**src/rtl/ddr3_app_pkg.sv**
```systemverilog
// Shared command codes, FSM state type and default widths for the DDR3 application-port master.
package ddr3_app_pkg;

    localparam int unsigned ADDR_W_DEF      = 28;
    localparam int unsigned DATA_W_DEF      = 128;
    localparam int unsigned TIMEOUT_CYC_DEF = 1024;

    localparam logic [2:0] CMD_WR = 3'd0;
    localparam logic [2:0] CMD_RD = 3'd1;

    typedef enum logic [2:0] {
        INIT,
        IDLE,
        WR,
        RD_CMD,
        RD_WAIT,
        RESP
    } state_t;

endpackage

```
**src/rtl/ddr3_app_watchdog.sv**
```systemverilog
// Read-wait watchdog: counts cycles spent waiting for read data and flags expiry.
module ddr3_app_watchdog
    import ddr3_app_pkg::*;
#(
    parameter int unsigned TIMEOUT_CYC = TIMEOUT_CYC_DEF
) (
    input  logic clk,
    input  logic rst,
    input  logic clear,
    input  logic run,
    output logic expired
);

    localparam int unsigned CNT_W = $clog2(TIMEOUT_CYC + 1);

    logic [CNT_W-1:0] count;

    // count holds the number of earlier wait cycles, so expiry fires in the TIMEOUT_CYC-th cycle
    assign expired = run && (count == CNT_W'(TIMEOUT_CYC - 1));

    always_ff @(posedge clk or posedge rst) begin
        if (rst) begin
            count <= '0;
        end else if (clear) begin
            count <= '0;
        end else if (run && !expired) begin
            count <= count + CNT_W'(1);
        end
    end

endmodule

```
**src/rtl/ddr3_app_master.sv**
```systemverilog
// Single-beat BL8 initiator for the Gowin DDR3 IP application port.
// Optional read watchdog enabled by defining DDR3_APP_TIMEOUT_EN.
module ddr3_app_master
    import ddr3_app_pkg::*;
#(
    parameter int unsigned ADDR_W      = ADDR_W_DEF,
    parameter int unsigned DATA_W      = DATA_W_DEF,
    parameter int unsigned TIMEOUT_CYC = TIMEOUT_CYC_DEF
) (
    input  logic                clk,
    input  logic                rst,
    input  logic                req_valid,
    output logic                req_ready,
    input  logic                req_we,
    input  logic [ADDR_W-1:0]   req_addr,
    input  logic [DATA_W-1:0]   req_wdata,
    input  logic [DATA_W/8-1:0] req_wstrb,
    output logic                resp_valid,
    output logic [DATA_W-1:0]   resp_rdata,
    output logic                resp_err,
    input  logic                init_calib_complete,
    output logic [5:0]          app_burst_number,
    input  logic                cmd_ready,
    output logic [2:0]          cmd,
    output logic                cmd_en,
    output logic [ADDR_W-1:0]   addr,
    input  logic                wr_data_rdy,
    output logic [DATA_W-1:0]   wr_data,
    output logic                wr_data_en,
    output logic                wr_data_end,
    output logic [DATA_W/8-1:0] wr_data_mask,
    input  logic [DATA_W-1:0]   rd_data,
    input  logic                rd_data_valid,
    input  logic                rd_data_end
);

    state_t state;
    logic   wr_fire;
    logic   rd_fire;
    logic   rd_expired;
    logic   unused_inputs;

    // Single beat per command: rd_data_end always coincides with valid and the low address bits are overridden
    assign unused_inputs = ^{rd_data_end, req_addr[2:0]};

    assign app_burst_number = '0;
    assign req_ready        = (state == IDLE) && init_calib_complete;

    // Enables are combinational so they can never assert while the IP is not ready
    assign wr_fire     = (state == WR) && cmd_ready && wr_data_rdy;
    assign rd_fire     = (state == RD_CMD) && cmd_ready;
    assign cmd_en      = wr_fire || rd_fire;
    assign wr_data_en  = wr_fire;
    assign wr_data_end = wr_fire;

`ifdef DDR3_APP_TIMEOUT_EN
    ddr3_app_watchdog #(
        .TIMEOUT_CYC(TIMEOUT_CYC)
    ) u_watchdog (
        .clk     (clk),
        .rst     (rst),
        .clear   (rd_fire),
        .run     (state == RD_WAIT),
        .expired (rd_expired)
    );
`else
    assign rd_expired = 1'b0;
`endif

    always_ff @(posedge clk or posedge rst) begin
        if (rst) begin
            state        <= INIT;
            cmd          <= '0;
            addr         <= '0;
            wr_data      <= '0;
            wr_data_mask <= '1;
            resp_valid   <= 1'b0;
            resp_rdata   <= '0;
            resp_err     <= 1'b0;
        end else begin
            resp_valid <= 1'b0;
            case (state)
                INIT: begin
                    if (init_calib_complete) state <= IDLE;
                end
                IDLE: begin
                    if (!init_calib_complete) begin
                        state <= INIT;
                    end else if (req_valid) begin
                        addr <= {req_addr[ADDR_W-1:3], 3'b000};
                        if (req_we) begin
                            cmd          <= CMD_WR;
                            wr_data      <= req_wdata;
                            wr_data_mask <= ~req_wstrb;
                            state        <= WR;
                        end else begin
                            cmd   <= CMD_RD;
                            state <= RD_CMD;
                        end
                    end
                end
                WR: begin
                    if (wr_fire) begin
                        resp_valid <= 1'b1;
                        resp_err   <= 1'b0;
                        state      <= RESP;
                    end
                end
                RD_CMD: begin
                    if (cmd_ready) state <= RD_WAIT;
                end
                RD_WAIT: begin
                    if (rd_data_valid) begin
                        resp_rdata <= rd_data;
                        resp_valid <= 1'b1;
                        resp_err   <= 1'b0;
                        state      <= RESP;
                    end else if (rd_expired) begin
                        resp_valid <= 1'b1;
                        resp_err   <= 1'b1;
                        state      <= RESP;
                    end
                end
                RESP: begin
                    state <= IDLE;
                end
                default: begin
                    state <= INIT;
                end
            endcase
        end
    end

endmodule

```
**config.mk**
```make
export PLATFORM = sky130hd
export DESIGN_NAME = ddr3_app_master
export DESIGN_NICKNAME = d
export VERILOG_FILES = /design/src/rtl/ddr3_app_pkg.sv /design/src/rtl/ddr3_app_watchdog.sv /design/src/rtl/ddr3_app_master.sv
export SDC_FILE = /design/constraint.sdc
export NUM_CORES = 1
export LEC_CHECK = 0
export ABC_AREA = 1
export CAP_MARGIN = 25
export CORE_AREA = 2 2 242 244
export CTS_BUF_LIST = sky130_fd_sc_hd__clkbuf_2
export CTS_CLUSTER_DIAMETER = 150
export DETAILED_ROUTE_END_ITERATION = 8
export DIE_AREA = 0 0 244 246
export GPL_ROUTABILITY_DRIVEN = 1
export SYNTH_ARGS = -nofsm -noshare
export SYNTH_HDL_FRONTEND = slang
export SYNTH_SLANG_ARGS = --single-unit
```
**constraint.sdc**
```tcl
create_clock -name clk -period 14.9 [get_ports clk]
set_input_delay 2.235 -clock clk [delete_from_list [all_inputs] [get_ports clk]]
set_output_delay 2.235 -clock clk [all_outputs]
set_load 0.1 [all_outputs]
```
# ---- After elaboration in Yosys (flattened, before gate mapping)
# Cells that the tools add are included.
dict set report op_classes {
  eq_ne 10
  reduce_logical 12
  bitwise 1
  n_mux 15
}
# op count
set op_table {}
lappend op_table {{$mux W3} 6}
lappend op_table {{$pmux W3 S6} 1}
lappend op_table {{$not A16 Y16} 1}
lappend op_table {{$ne A2 B2 Y1 const B} 4}
lappend op_table {{$eq A3 B2 Y1 const B} 2}
lappend op_table {{$eq A3 B3 Y1 const B} 2}
lappend op_table {{$mux W1} 6}
lappend op_table {{$reduce_and A3 Y1} 2}
lappend op_table {{$reduce_and A5 Y1} 1}
lappend op_table {{$logic_and A1 B1 Y1} 4}
lappend op_table {{$pmux W1 S2} 2}
lappend op_table {{$reduce_and A4 Y1} 1}
lappend op_table {{$eq A3 B1 Y1 const B} 1}
lappend op_table {{$logic_not A3 Y1} 1}
lappend op_table {{$ne A3 B3 Y1 const B} 1}
lappend op_table {{$reduce_and A2 Y1} 1}
lappend op_table {{$reduce_bool A2 Y1} 1}
lappend op_table {{$logic_or A1 B1 Y1} 1}
dict set report totals {
  regBits 305
  input_bits 309
}

# ---- Logic depth before layout (Yosys ltp)
# Gate-level depths: netlist of the first run.
dict set report depth {
  word_depth 5
  ltp_mapped 9
  mapped_depth_nobuf 7
}

# ---- Worst setup path before layout of the first run
# OpenSTA, ideal clock, no wires.
dict set report synth_timing {
  path_kind {input to output}
  from {input port cmd_ready}
  to {output port cmd_en}
  setup_slack_ps 8297
  cell_stages 2
  n_path_buf 0
  arrival_time_ps 4368
  path_cell_list {inv_1 > o21ai_0}
}
dict set report synth_via {
  elab_chain_cells 3
}
# item line
set synth_rtl {}
lappend synth_rtl {{start: declaration} ddr3_app_master.sv:23} ;# input logic cmd_ready,
lappend synth_rtl {{$logic_and A1 B1 Y1 (2 in series)} ddr3_app_master.sv:50} ;# assign wr_fire = (state == WR) && cmd_ready && wr_data_rdy;
lappend synth_rtl {{$logic_or A1 B1 Y1 (*)} ddr3_app_master.sv:52} ;# assign cmd_en = wr_fire || rd_fire;
lappend synth_rtl {{end: declaration} ddr3_app_master.sv:25} ;# output logic cmd_en,
# Mark *: on every way between the ends. The rest lies on a longest branch, timed or not.

# ---- Final worst setup path of the first run
dict set report layout_timing {
  from {input port init_calib_complete}
  to {output port req_ready}
}
dict set report layout_via {
  elab_chain_cells 1
}
# item line
set layout_rtl {}
lappend layout_rtl {{start: declaration} ddr3_app_master.sv:21} ;# input logic init_calib_complete,
lappend layout_rtl {{$logic_and A1 B1 Y1} ddr3_app_master.sv:47} ;# assign req_ready = (state == IDLE) && init_calib_complete;
lappend layout_rtl {{end: declaration} ddr3_app_master.sv:13} ;# output logic req_ready,
# No other way between the ends.

==> parameters.txt, run 1 <==
Parameter                              Value

Outcome
  Status ... finished clean

Finish
  Footprint of the multi-input gates ... 0.00360 sq mm
  Fraction of layout instances using a drive strength above 1 ... 16.6%
  Post-layout nets ... 2002
  Number of fill cells in the layout ... just under 6000
  Area taken by flip-flops and latches ... 0.00758 sq mm
  Layout Area Growth over Synthesis ... 65.1%

STA
  Final clock skew ... 0.0913 ns
  Number of pins exceeding their max-slew limit in the final report ... 0
  Upper clock frequency limit ... 150 MHz
  Part of the cycle the worst path needs ... around 45%
  Sum of negative setup slack ... 0 ns
  Worst Max-Slew Pin Slew ... 1.09 ns
  Worst slew margin relative to its limit ... between 20% and 30%
  Total count of hold-check failures in the final report ... 0
  Total setup violations reported at the end of the flow ... 0
  Post-layout minimum cycle time ... 6.66 ns
  Unrepaired setup endpoints after global routing ... false

Global routing
  Number of global-route vias before repair ... 10300
  First-pass GRT wire length ... 58.6 mm
  Global-route congestion overflow total ... 0
  Antenna violations before repair ... 4
  GR Util All Layers ... 12.7%
  Pin count of the biggest net entering global routing ... 94

Synth
  Cell types with the largest area share after synthesis ... dfrtp_1 (62%), nand2_1 (15%), mux2_2 (12%)
  Summed instance area of the synthesized netlist ... between 0.01 and 0.015 sq mm
  Multiplexer share of the synthesized area ... 12.5%
  Compound-gate portion of the synthesized area ... less than 1%
  Post-synthesis sequential area ratio ... about two thirds
  Fraction of the mapped netlist area in simple logic gates ... 17.1%
  Post-synth top area share ... between 60% and 70%
  Largest family of logic cells by synthesized area ... simple AND/OR/NAND/NOR gates
  Synthesized-area fraction occupied by xor and xnor cells ... 0%
  Proportion of register bits with asynchronous set or reset after synthesis ... 100%
  Dominant register cell in the synthesized netlist ... dfrtp_1
  Mean instance size in the synthesized netlist ... around 11 sq um
  Post-synth top cells ... nand2_1 (467), dfrtp_1 (286), mux2_2 (128), buf_4 (36), nand3_1 (34)
  Netlist cell types ... 17
  Post-synth EDFFs ... 0
  Cell count after synthesis ... 1043
  Total of flip-flops plus latches after synthesis ... between 300 and 400
  Most common cell in the synthesized netlist ... nand2_1
  Post-Synth Adder-Cell Area ... 0%
  Synthesis warning total ... 0
  Area leader, netlist ... dfrtp_1

Job
  Count of max-cap constraint violations ... 0

Floorplanning
  Initial core utilization ... roughly a fifth
  Die height ... 246 um
  Placeable core region ... about 0.057 sq mm
  Die W ... 244 um
  Count of boundary I/O pins ... 624
  Count of standard-cell rows ... 88
  Area of the die ... 0.0600 sq mm

Clock tree
  Master cell of the clock root buffer ... clkbuf_2
  Post-CTS resize count ... 0
  Post-CTS setup repair buffer count ... 0
  Number of levels in the clock H-tree ... 3
  Number of clock sinks ... 302
  Hold-fix buffers, CTS ... 0
  TritonCTS clock tree ... done
  Clock transition at the register clock pins on the worst setup and hold paths after CTS ... 0.10 ns
  Clock latency at the later pin of the worst-skew pair ... 0.99 ns
  Clock buffer count from CTS ... 84
  Bufs on Longest Clock Path ... 3

Setup path
  Max incr delay on CP ... 1.20 ns
  Critical path buffers and inverters ... 4
  Crit-path most repeated cell ... clkdlybuf4s50_1
  Worst EP required ... 12.66 ns
  Delay-heaviest family, CP ... buffers and inverters
  Master of the slowest instance on the critical path ... clkdlybuf4s50_1
  Ordered cell list for the critical path ... clkdlybuf4s50_1 -> inv_1 -> nor2_2 -> buf_4 -> clkdlybuf4s50_1
  Max Fanout on Critical Path ... 29
  Category of the worst setup path launch point ... input pin
  Worst setup EP type ... output pin
  Data arrival time of the critical path ... 4.42 ns
  Crit Path Class ... in2out

Routing
  Average detailed-routed wire length per instance ... 15.6 um
  Number of violations reported at the end of detailed-routing iteration 0 ... just under 300
  Routed vias ... 9776
  Sum of routed wire length over all layers ... 39.1 mm
  Drt first pass iters ... 4
  Remaining number of nets flagged by the antenna check after routing ... 0
  Ratio of routed vias to standard cells ... 3.89
  Final routed DRC violation total ... 0

Placed design
  Port Buffers ... 607
  Dpl hpwl ... 28.3 mm
  Routability cong. ... 0.795

Hold path
  Classification of the worst-slack hold path ... reg2reg
logic make-up after synthesis:
kind of cell,count (synthesis)
AND/OR/NAND/NOR,513
other,1
multiplexers,128
flip-flops,302
buffers and inverters,77
AO/OA/AOI/OAI,22
stage by stage:
stage / utilization, % / cell area [sq um] / std cells / worst slack, ns / hold slack (ns)
2_1_floorplan: - / 11600 / 1054 / 4.35 / 0.536
3_3_place_gp: 31.9 / 18300 / 2368 / 8.26 / 0.453
3_5_place_dp: 32.0 / 18300 / 2369 / 8.25 / 0.457
4_1_cts: 33.2 / 19000 / 2507 / 8.24 / 0.481
5_1_grt: 33.3 / 19100 / 2511 / 8.19 / 0.497
6_report: 33.3 / 19100 / 2512 / 8.24 / 0.477
state kept, by name (all words and copies together), names as in the netlist:
name	count
wr_data	128
resp_valid	1
addr	25
cmd	1
state	3
wr_data_mask	16
resp_rdata	128
final cells by class:
| type | count | area share (%) |
|---|---|---|
| clock buffer | 117 | 3.06 |
| clock inverter | 21 | 0.504 |
| timing repair buffer | 619 | 32.6 |
| antenna | 2 | 0.0262 |
| tap | 765 | 5.01 |
| inverter | 11 | 0.268 |
| sequential | 302 | 39.7 |
| multi-input combinational | 675 | 18.8 |
layout by cell type (no fill, tap or decap):
cell type        count
buf_16               4
buf_4               11
clkbuf_2           117
clkdlybuf4s50_1    604
clkinv_1            15
clkinv_2             1
clkinvlp_4           3
conb_1              12
dfrtp_1            286
dfstp_2             16
diode_2              2
inv_1                8
inv_2                2
inv_4                1
inv_6                1
inv_8                1
mux2_2             128
nand2_1            467
nand2_2              1
nand3_1             33
nand3_4              2
nor2_1               8
nor2_2               2
o21ai_0             22
worst reg2reg max path, stage by stage (launching register included):
cell and delay [ns]:
dfrtp_1 0.48, inv_2 0.13, nand3_1 0.14, nor2_2 0.11, buf_4 0.33, nand3_4 0.08
buf_4 0.44, inv_4 0.56, buf_4 0.83, nand2_1 0.37, nand2_1 0.14
per-layer routing:
metal	global-route usage [%]	vias to the layer above	share of wire, %
met3	5.42	62	9.6
met2	21.9	441	50
li1	-	4628	-
met4	5.79	4	2.5
met5	0	-	0.069
met1	13.4	4641	38
final timing paths:
kind,endpoint,startpoint,slack (ns),cells after the start
worst max-delay path,req_ready,init_calib_complete,8.24,5
worst min-delay path,addr[23],addr[23],0.48,2
worst max register to register,wr_data[67],state[2],11.19,10
worst min register to register,addr[23],addr[23],0.48,2
max in group asynchronous,wr_data_mask[4],rst,11.33,5
min in group asynchronous,resp_rdata[103],rst,1.73,2
Power of run 1 is not shown: default switching activity piles up to over one toggle a cycle in this logic, so the estimate is an artifact.
==> inputs of run 2 (changes only) <==
- CORE_AREA: 2 2 242 244 -> 2 2 245 247
- DIE_AREA: 0 0 244 246 -> 0 0 247 249
- clock period: 14.9 -> 5.55 ns (I/O delays scaled with it)
==> run 2 against run 1 <==
  * Design area rose by 1.1%
  * Sequential cell count did not move
  * Worst hold slack got worse by 0.23 ns
  * Setup slack got worse by 7.0 ns
  * First-iteration DRC count rose by 9.1%
  * Via count rose by 0.94%
  * Register-to-register slack got worse by 8.9 ns
  * Cell count rose by 0.88%
  * Largest cell class unchanged
  * Utilization fell by 0.41 points
  * Non-clock buffer count rose by 3
  * Wire length rose by 0.49%
  * Global-route usage fell by 0.31 points
==> parameters.txt, run 2 (synthesis results as in run 1) <==
Parameter                              Value

STA
  Sum of negative setup slack ... 0 ns (unchanged)
  Worst Max-Slew Pin Slew ... 1.09 ns (-0.00301 ns)
  Worst slack on hold paths ... 0.245 ns (-0.232 ns)
  Post-layout minimum cycle time ... 4.33 ns
  Total count of hold-check failures in the final report ... 0 (unchanged)
  Number of pins exceeding their max-slew limit in the final report ... 0 (unchanged)
  Upper clock frequency limit ... 231 MHz
  Unrepaired setup endpoints after global routing ... false
  Final clock skew ... 0.0607 ns (-0.0306 ns)
  Part of the cycle the worst path needs ... 78.0%
  Total setup violations reported at the end of the flow ... 0 (unchanged)
  Worst slew margin relative to its limit ... 27.4% (+0.20 points)

Floorplanning
  Die W ... 247 um (+1.2%)
  Placeable core region ... 0.0587 sq mm (+2.3%)
  Die height ... 249 um (+1.2%)
  Count of standard-cell rows ... 89 (+1.1%)
  Area of the die ... 0.0615 sq mm (+2.5%)
  Count of boundary I/O pins ... 624 (unchanged)
  Initial core utilization ... 19.7% (-0.45 points)

Finish
  Post-layout nets ... 2007 (+0.25%)
  Final std cell area, no fill ... 0.0193 sq mm (+1.1%)
  Number of fill cells in the layout ... 5951 (+1.6%)
  Layout Area Growth over Synthesis ... 66.8%
  Fraction of layout instances using a drive strength above 1 ... 17.1% (+0.44 points)
  Most frequent cells in the layout ... clkdlybuf4s50_1 (606), nand2_1 (467), dfrtp_1 (286)
  Biggest regs ... resp_rdata: 128 flops, wr_data: 128 flops, addr: 25 flops
  Most common library cell in the layout ignoring fill and taps ... clkdlybuf4s50_1

Clock tree
  Post-CTS setup repair buffer count ... 0 (unchanged)
  Number of levels in the clock H-tree ... 3 (unchanged)
  Clock latency at the later pin of the worst-skew pair ... 1.01 ns (+0.02 ns)
  TritonCTS clock tree ... done
  Post-CTS resize count ... 0 (unchanged)
  Hold-fix buffers, CTS ... 0 (unchanged)
  Clock buffer count from CTS ... 86 (+2.4%)
  Bufs on Longest Clock Path ... 3 (unchanged)
  Clock transition at the register clock pins on the worst setup and hold paths after CTS ... 0.10 ns (about the same)
  Number of clock sinks ... 302 (unchanged)
  Master cell of the clock root buffer ... clkbuf_2

Setup path
  Worst setup EP type ... output pin
  Crit Path Class ... reg2out
  Category of the worst setup path launch point ... flip-flop
  Data arrival time of the critical path ... 3.50 ns (-0.92 ns)
  Worst reg2reg path depth ... 9 (-1)
  Max Fanout on Critical Path ... 13 (-55%)
  Worst EP required ... 4.72 ns (-7.94 ns)

Routing
  Number of violations reported at the end of detailed-routing iteration 0 ... 325 (+9.1%)
  Routed vias ... 9868 (+0.94%)
  Remaining number of nets flagged by the antenna check after routing ... 0 (unchanged)
  Ratio of routed vias to standard cells ... 3.89 (about the same)
  Final routed DRC violation total ... 0 (unchanged)
  Drt first pass iters ... 5 (+1)
  Sum of routed wire length over all layers ... 39.3 mm (+0.49%)
  Average detailed-routed wire length per instance ... 15.5 um (-0.39%)

Global routing
  Number of global-route vias before repair ... 10300 (+0.13%)
  Global-route congestion overflow total ... 0 (unchanged)
  Antenna violations before repair ... 6 (+2)
  GR Util All Layers ... 12.4% (-0.31 points)
  Pin count of the biggest net entering global routing ... 114 (+21%)
  First-pass GRT wire length ... 58.5 mm (-0.18%)

Placed design
  Area after DPL ... 0.0185 sq mm (+1.0%)
  Port Buffers ... 607 (unchanged)
  Dpl hpwl ... 28.4 mm (+0.39%)
  Routability cong. ... 0.836 (+5.2%)

Outcome
  Status ... finished clean

Hold path
  Classification of the worst-slack hold path ... in2async

Job
  Count of max-cap constraint violations ... 0 (unchanged)
[run 2: worst max-delay path, stage by stage (launching register included)]
cell and delay (ns):
dfrtp_1 0.47, inv_2 0.13, nand3_1 0.13, nor2_2 0.50, clkdlybuf4s50_1 1.25
[run 2: layer usage]
layer | vias up | share of wire [%] | global-route usage (%)
met5 | - | 0.13 | 0
li1 | 4647 | - | -
met1 | 4639 | 37 | 12.7
met3 | 106 | 11 | 5.51
met2 | 468 | 48 | 21.0
met4 | 8 | 3.7 | 6.57
[run 2: stage by stage]
| stage | util (%) | cells | worst slack [ns] |
|---|---|---|---|
| floorplan | - | 1054 | 0.716 |
| global placement | 31.3 | 2378 | 1.60 |
| detailed placement | 31.6 | 2383 | 1.58 |
| CTS | 32.9 | 2532 | 0.991 |
| global route | 32.9 | 2533 | 0.941 |
| finish | 32.9 | 2534 | 1.22 |
[run 2: final timing paths]
path | endpoint | slack (ns) | startpoint
worst max-delay path | req_ready | 1.22 | state[2]
worst min-delay path | wr_data[12] | 0.25 | rst
worst max register to register | wr_data[126] | 2.29 | state[2]
worst min register to register | addr[12] | 0.47 | addr[12]
max in group asynchronous | wr_data[44] | 4.08 | rst
min in group clk | wr_data_mask[14] | 0.36 | req_wstrb[14]
[run 2: final cells by class]
| cell class | count | area (sq um) | area share [%] |
|---|---|---|---|
| flip-flops and latches | 302 | 7580 | 39.2 |
| multi-input cells | 675 | 3600 | 18.6 |
| clock inverters | 27 | 169 | 0.875 |
| repair buffers | 622 | 6340 | 32.8 |
| well taps | 773 | 967 | 5.01 |
| clock buffers | 122 | 611 | 3.16 |
| diodes | 2 | 5.00 | 0.0259 |
| inverters | 11 | 47.5 | 0.246 |
Power of run 2 is left out for the same reason.
